<file path="config.mk">
export PLATFORM = sky130hd
export DESIGN_NAME = lfsr_chan_sched_flat
export DESIGN_NICKNAME = d
export VERILOG_FILES = /design/src/rtl/lfsr_chan_sched_if.sv /design/src/rtl/lfsr_chan_sched.sv /design/src/flat_wrapper.sv
export SDC_FILE = /design/constraint.sdc
export NUM_CORES = 1
export LEC_CHECK = 0
export ABC_AREA = 1
export CORE_MARGIN = 5
export CORE_UTILIZATION = 30
export CTS_BUF_LIST = sky130_fd_sc_hd__clkbuf_4 sky130_fd_sc_hd__clkbuf_8
export DETAILED_ROUTE_END_ITERATION = 16
export PLACE_DENSITY_LB_ADDON = 0.12
export RECOVER_POWER = 100
export SKIP_CTS_REPAIR_TIMING = 1
export SLEW_MARGIN = 20
export SYNTH_ARGS = -nofsm -noshare
export SYNTH_HDL_FRONTEND = slang
export SYNTH_SLANG_ARGS = --single-unit
</file>
<file path="constraint.sdc">
create_clock -name clk -period 31.5 [get_ports clk]
set_input_delay 9.45 -clock clk [delete_from_list [all_inputs] [get_ports clk]]
set_output_delay 9.45 -clock clk [all_outputs]
set_load 0.01 [all_outputs]
</file>
<file path="src/rtl/lfsr_chan_sched_if.sv">
// lfsr_chan_sched_if
//   Bundles the request, seed and result signals of lfsr_chan_sched.
//   master: the surrounding logic (byte sources, seed controller, serializer).
//   slave : the scheduler itself.
//
//   req_valid  [NUM_CH]     channel i has a byte to scramble
//   req_data   [8*NUM_CH]   byte of channel i at [8*i+7:8*i]
//   req_ready  [NUM_CH]     one-hot or zero, byte of channel i taken on valid&ready
//   seed_load  [NUM_CH]     one-cycle pulse, overwrite state of channel i
//   seed_value [31]         seed shared by all channels loading this cycle
//   out_valid  [1]          out_data / out_ch hold a result
//   out_data   [8]          scrambled byte
//   out_ch     [CH_W]       channel that produced out_data
//   out_ready  [1]          downstream takes the result
//
// Handshake: a transfer happens on a rising edge where valid and ready are
// both high; a valid producer holds its payload stable until that edge, and
// ready may depend combinationally on the other side's valid.
interface lfsr_chan_sched_if #(
  parameter int NUM_CH = 4
);
  localparam int CH_W = (NUM_CH > 1) ? $clog2(NUM_CH) : 1;

  logic [NUM_CH-1:0]   req_valid;
  logic [8*NUM_CH-1:0] req_data;
  logic [NUM_CH-1:0]   req_ready;
  logic [NUM_CH-1:0]   seed_load;
  logic [30:0]         seed_value;
  logic                out_valid;
  logic [7:0]          out_data;
  logic [CH_W-1:0]     out_ch;
  logic                out_ready;

  modport master (
    output req_valid, req_data, seed_load, seed_value, out_ready,
    input  req_ready, out_valid, out_data, out_ch
  );

  modport slave (
    input  req_valid, req_data, seed_load, seed_value, out_ready,
    output req_ready, out_valid, out_data, out_ch
  );
endinterface

</file>
<file path="src/rtl/lfsr_chan_sched.sv">
// lfsr_chan_sched
//   Shares one 8-bit-per-cycle Fibonacci LFSR scrambler step (x^31+x^28+1)
//   among NUM_CH byte streams. Each channel keeps its own 31-bit state; a
//   round-robin arbiter puts at most one channel per cycle through the step
//   and the result lands in a single registered output with valid/ready.
//
//   clk   in   rising-edge clock
//   rst   in   asynchronous active-high reset
//   bus   slave modport of lfsr_chan_sched_if (requests, seeds, result)
module lfsr_chan_sched #(
  parameter int          NUM_CH   = 4,
  parameter logic [30:0] RST_SEED = 31'h7FFFFFFF
) (
  input logic             clk,
  input logic             rst,
  lfsr_chan_sched_if.slave bus
);
  localparam int CH_W = (NUM_CH > 1) ? $clog2(NUM_CH) : 1;

  logic [30:0]     state [NUM_CH];
  logic [CH_W-1:0] rr_ptr;
  logic            out_valid_q;
  logic [7:0]      out_data_q;
  logic [CH_W-1:0] out_ch_q;

  logic            out_free;
  logic [NUM_CH-1:0] eligible;
  logic            grant_hit;
  logic [CH_W-1:0] grant_ch;
  logic [CH_W-1:0] rr_next;
  logic [7:0]      step_d;
  logic [7:0]      step_o;
  logic [30:0]     step_s;
  logic            fb;
  logic [30:0]     seed_fix;
  int              idx;

  assign out_free = !out_valid_q || bus.out_ready;
  // A channel loading a seed this cycle must not also step its old state.
  assign eligible = bus.req_valid & ~bus.seed_load;

  // Round-robin search starting at rr_ptr; held off during reset so no
  // handshake is advertised while the registers are cleared.
  always_comb begin
    grant_hit = 1'b0;
    grant_ch  = '0;
    idx       = 0;
    if (out_free && !rst) begin
      for (int k = 0; k < NUM_CH; k++) begin
        idx = int'(rr_ptr) + k;
        if (idx >= NUM_CH) idx = idx - NUM_CH;
        if (!grant_hit && eligible[idx]) begin
          grant_hit = 1'b1;
          grant_ch  = CH_W'(idx);
        end
      end
    end
  end

  always_comb begin
    bus.req_ready = '0;
    if (grant_hit) bus.req_ready[grant_ch] = 1'b1;
  end

  // Shared scrambler step: eight serial LFSR steps unrolled, LSB first.
  always_comb begin
    step_d = bus.req_data[int'(grant_ch)*8 +: 8];
    step_s = state[grant_ch];
    step_o = '0;
    fb     = 1'b0;
    for (int i = 0; i < 8; i++) begin
      fb        = step_s[30] ^ step_s[27];
      step_o[i] = step_d[i] ^ fb;
      step_s    = {step_s[29:0], fb};
    end
  end

  // An all-zero state would lock the LFSR, so a zero seed loads all ones.
  assign seed_fix = (bus.seed_value == '0) ? 31'h7FFFFFFF : bus.seed_value;

  assign rr_next = (int'(grant_ch) >= NUM_CH - 1) ? '0 : grant_ch + 1'b1;

  always_ff @(posedge clk or posedge rst) begin
    if (rst) begin
      for (int i = 0; i < NUM_CH; i++) state[i] <= RST_SEED;
    end else begin
      for (int i = 0; i < NUM_CH; i++) begin
        if (bus.seed_load[i])
          state[i] <= seed_fix;
        else if (grant_hit && grant_ch == CH_W'(i))
          state[i] <= step_s;
      end
    end
  end

  always_ff @(posedge clk or posedge rst) begin
    if (rst) begin
      rr_ptr      <= '0;
      out_valid_q <= 1'b0;
      out_data_q  <= '0;
      out_ch_q    <= '0;
    end else if (grant_hit) begin
      rr_ptr      <= rr_next;
      out_valid_q <= 1'b1;
      out_data_q  <= step_o;
      out_ch_q    <= grant_ch;
    end else if (out_free) begin
      // Payload is left as-is; only the valid flag drops.
      out_valid_q <= 1'b0;
    end
  end

  assign bus.out_valid = out_valid_q;
  assign bus.out_data  = out_data_q;
  assign bus.out_ch    = out_ch_q;
endmodule

</file>
<file path="src/flat_wrapper.sv">
// flat-port wrapper written by rule: the top's interface ports become plain ports
module lfsr_chan_sched_flat 
#(
  parameter int          NUM_CH   = 4,
  parameter logic [30:0] RST_SEED = 31'h7FFFFFFF
)
  (clk, rst, bus_req_valid, bus_req_data, bus_seed_load, bus_seed_value, bus_out_ready, bus_req_ready, bus_out_valid, bus_out_data, bus_out_ch);
  lfsr_chan_sched_if #(.NUM_CH(NUM_CH)) bus_i ();
  input logic clk;
  input logic rst;
  input wire logic [$bits(bus_i.req_valid)-1:0] bus_req_valid;
  input wire logic [$bits(bus_i.req_data)-1:0] bus_req_data;
  input wire logic [$bits(bus_i.seed_load)-1:0] bus_seed_load;
  input wire logic [$bits(bus_i.seed_value)-1:0] bus_seed_value;
  input wire logic [$bits(bus_i.out_ready)-1:0] bus_out_ready;
  output wire logic [$bits(bus_i.req_ready)-1:0] bus_req_ready;
  output wire logic [$bits(bus_i.out_valid)-1:0] bus_out_valid;
  output wire logic [$bits(bus_i.out_data)-1:0] bus_out_data;
  output wire logic [$bits(bus_i.out_ch)-1:0] bus_out_ch;
  assign bus_i.req_valid = bus_req_valid;
  assign bus_i.req_data = bus_req_data;
  assign bus_i.seed_load = bus_seed_load;
  assign bus_i.seed_value = bus_seed_value;
  assign bus_i.out_ready = bus_out_ready;
  assign bus_req_ready = bus_i.req_ready;
  assign bus_out_valid = bus_i.out_valid;
  assign bus_out_data = bus_i.out_data;
  assign bus_out_ch = bus_i.out_ch;
  lfsr_chan_sched #(.NUM_CH(NUM_CH), .RST_SEED(RST_SEED)) u_core (.clk(clk), .rst(rst), .bus(bus_i));
endmodule
</file>
==> key figures <==
Synth
  – Post-Syn Nets: approximately 1200
  – Top post-synthesis cells by area: dfstp_2, nand2_1, nand3_1, o21bai_1, o211ai_1
  – Mapped Area: between 0.008 and 0.009 mm^2
  – Syn Inst Count: around 1100
  – Synth unique cells: 39
  – Syn. warnings: 0
  – Top-area cell type share of the netlist area: between 30% and 40%
  – Fraction of registers with async set or reset after synthesis: 100%
  – Most frequent cell after synthesis: nand2_1
  – Sequential fraction of the synthesis area: 40.8%
  – Syn Area/Cell: 7.67 um^2
  – Synth top cells by count: nand2_1, dfstp_2, nand3_1
  – Post-synth EDFFs: 0
  – Top_reg_cell synth: dfstp_2
  – Synth Register Bits: between 100 and 150
  – Area leader, netlist: dfstp_2

Timing
  – Maximum clock rate: roughly 0.037 GHz
  – TNS Setup: 0 ns
  – Final worst-path cycle share: between 80% and 90%
  – Slew @ Worst Pin: roughly 3.7 ns
  – Final setup fails: 0
  – Minimum clock period after layout: 26.81 ns
  – Worst rel slew slack: -149%
  – Skew final: 0.0160 ns
  – RSZ-0062 raised after global routing: false
  – Max Slew Vio Count: between 200 and 300
  – Final hold violation count: 0

Clock network
  – Worst-case clock buffer depth: 2
  – Clock sink total: about 140
  – Root buffer cell: clkbuf_8
  – CTS tree: built
  – Clock-pin slew on the worst setup and hold paths: 0.09 ns
  – Worst skew pair latency: ~0.46 ns
  – CTS buffer count: 17
  – H-tree depth: 4

Floorplanning
  – # IOs: 89
  – Initial Util: between 30 and 40%
  – Die Wd: around 180 um
  – Die Area: about 0.033 mm^2
  – Die Y: around 180 um
  – FP Rows: 62
  – Total core area: roughly 0.029 mm^2

Placement
  – Post-DP HPWL: roughly 22 mm
  – PortBufs: 88
  – Routability cong.: 0.880
  – DP Area: approximately 0.0098 mm^2

Cells and area
  – Antenna diodes: 0
  – Layout area overhead: 14.7%
  – Final Cell Area: between 0.01 and 0.015 mm^2
  – Register area: roughly 0.0036 mm^2
  – Fillers: around 3100
  – Multi-input logic area: around 0.0042 mm^2
  – Final Net Count: ~1300
  – Layout cells sized above 1: around 18%

Setup path
  – Worst setup SP type: input port
  – Worst Path Max Fanout: 50
  – Worst stage delay on the critical path: approximately 1.4 ns
  – Reg2reg path depth: 16
  – R2r setup slk: ~23 ns
  – Worst R2R End: u_core.state[83]$_DFFE_PP1P_
  – Slowest stage cell, crit path: nand2_1
  – Critical path, cell by cell: clkdlybuf4s50_1 -> inv_2 -> nand3_1 -> nand3_1 -> nand2_2 -> nand3_2 -> nor2_2 -> nor2_4 -> clkbuf_1 -> nand2_1 -> inv_4 -> nand2_1 -> inv_1 -> dlygate4sd3_1
  – CP Capture Type: primary output
  – Number of buffer and inverter stages on the critical path: 6
  – CP arrival: around 17 ns
  – CP Class: input port to primary output
  – Worst EP required: 22.05 ns
  – Worst r2r src: u_core.rr_ptr[0]$_DFFE_PP0P_
  – Critical path's top delay family: buffers and inverters

Power
  – Clock power frac: roughly 17%
  – Cell Pwr Density: just over 100 mW/mm^2
  – P_leak: approximately 4.3 nW
  – Switching power total: ~0.00049 W
  – Internal Pwr Total: 0.000526 W
  – Total Power: 0.00102 W
  – Logic pwr share: between 50% and 60%
  – Sequential power share: between 30% and 40%
  – Sw Share: about half
  – VDD IR max: around 34 uV

Route
  – Vias: ~8000
  – Routed wire per std cell: slightly above 20 um
  – Post-route DRC: 0
  – Number of routed nets with antenna violations: 0
  – First-iteration detailed-routing DRC count: between 600 and 700
  – Via density: approximately 5.1
  – Total iterations of the first detailed-routing run: 5
  – Final wirelength: 32.6 mm

Worst hold path
  – Hold Path Class: flop to flop
  – Hold path endpoint: u_core.bus.out_data[4]$_DFFE_PP0P_
  – Hold path cells: 2
  – Hold Startpoint: u_core.bus.out_data[4]$_DFFE_PP0P_

Status
  – Status: finished with violations
  – Failing checks: capacitance limit, slew limit

GRT
  – Vias in the first global route: slightly above 8000
  – First-pass GRT wire length: about 51 mm
  – Total congestion overflow: 0
  – Initial antenna violation count: 0
  – Largest net degree at the start of global routing: 67
  – Global-route usage over all layers: ~20%

Run
  – Max-Cap Viols: 6
[how the worst max path moves through the flow]
stage	from	endpoint	slack, ns	cells after the start
after floorplan	rst	bus_req_ready[0]	8.00	9
after global placement	bus_seed_load[3]	bus_req_ready[1]	8.04	14
after detailed placement	bus_seed_load[3]	bus_req_ready[1]	7.95	14
after CTS	bus_seed_load[3]	bus_req_ready[1]	7.93	14
after global routing	rst	bus_req_ready[1]	3.95	10
final	bus_seed_load[3]	bus_req_ready[1]	4.69	14
[worst reg2reg max path: stages, from the launching register on]
cell	delay (ns)
dfrtp_1	0.52
inv_4	0.17
nand3_1	0.15
nand3_1	0.13
nand2_2	0.12
nand3_2	0.10
nor2_2	0.05
nor2_4	0.06
clkbuf_1	1.33
nand2_1	1.45
inv_4	0.96
nand2_1	1.00
nand2_1	0.81
inv_1	0.63
nand2_1	0.19
o21ai_0	0.09
o21bai_1	0.17
[area by class of cell]
type | count | area share [%]
clock buffers | 19 | 2.53
clock inverters | 12 | 1.86
inverters | 108 | 4.13
multi-input cells | 833 | 41.8
flip-flops and latches | 137 | 35.5
well taps | 384 | 4.76
repair buffers | 100 | 9.41
[power groups by stage]
stage	Clock, W	Sequential [W]	Combinational [W]
2_1_floorplan	0	0.000311	0.000395
3_3_place_gp	0	0.000319	0.000554
3_5_place_dp	0	0.000318	0.000555
5_1_grt	0.000183	0.000326	0.000584
4_1_cts	0.000175	0.000317	0.000557
6_report	0.000171	0.000317	0.000529
[logic make-up after synthesis]
family / Yosys count / share of synthesized area, %
simple gates: 573 / 27.7
compound gates: 259 / 22.0
buf+inv: 176 / 9.38
flops: 137 / 40.8
fa+ha+maj: 1 / 0.142
[state kept, by name, summed over array words and instances (netlist names)]
name / flops
u_core.bus.out_ch: 2
u_core.bus.out_data: 8
u_core.bus.out_valid: 1
u_core.rr_ptr: 2
u_core.state: 124
[placed cells by master (no fill, tap or decap), drive strengths merged]
| cell | instances |
|---|---|
| a21oi | 12 |
| a31oi | 1 |
| buf | 6 |
| bufinv | 4 |
| clkbuf | 25 |
| clkdlybuf4s50 | 74 |
| clkinv | 15 |
| clkinvlp | 2 |
| dfrtp | 13 |
| dfstp | 124 |
| dlygate4sd3 | 14 |
| ha | 1 |
| inv | 99 |
| nand2 | 373 |
| nand3 | 112 |
| nand3b | 1 |
| nand4 | 3 |
| nor2 | 71 |
| nor3 | 1 |
| nor4 | 7 |
| o211ai | 47 |
| o21ai | 64 |
| o21bai | 70 |
| o221ai | 7 |
| o22ai | 40 |
| o31ai | 18 |
| or2 | 5 |
[routing by layer]
metal  vias up  wire length (um)  share of wire, %  global-route usage (%)
met5         -                 0                 0                       0
met4         0               639               2.0                    4.95
met3        33              1420               4.3                    2.69
met2       223             15100                46                    32.3
met1      3941             15500                47                    27.7
li1       3925                 -                 -                       -
[stage by stage]
step,utilization (%),hold slack (ns),setup slack [ns],std cells
2_1_floorplan,-,0.473,8.00,1146
3_5_place_dp,34.1,0.474,7.95,1562
4_1_cts,35.7,0.501,7.93,1593
3_3_place_gp,34.1,0.463,8.04,1562
5_1_grt,34.9,0.510,3.95,1593
6_report,34.9,0.493,4.69,1593
Note: power is estimated with default switching activity, not from simulation.
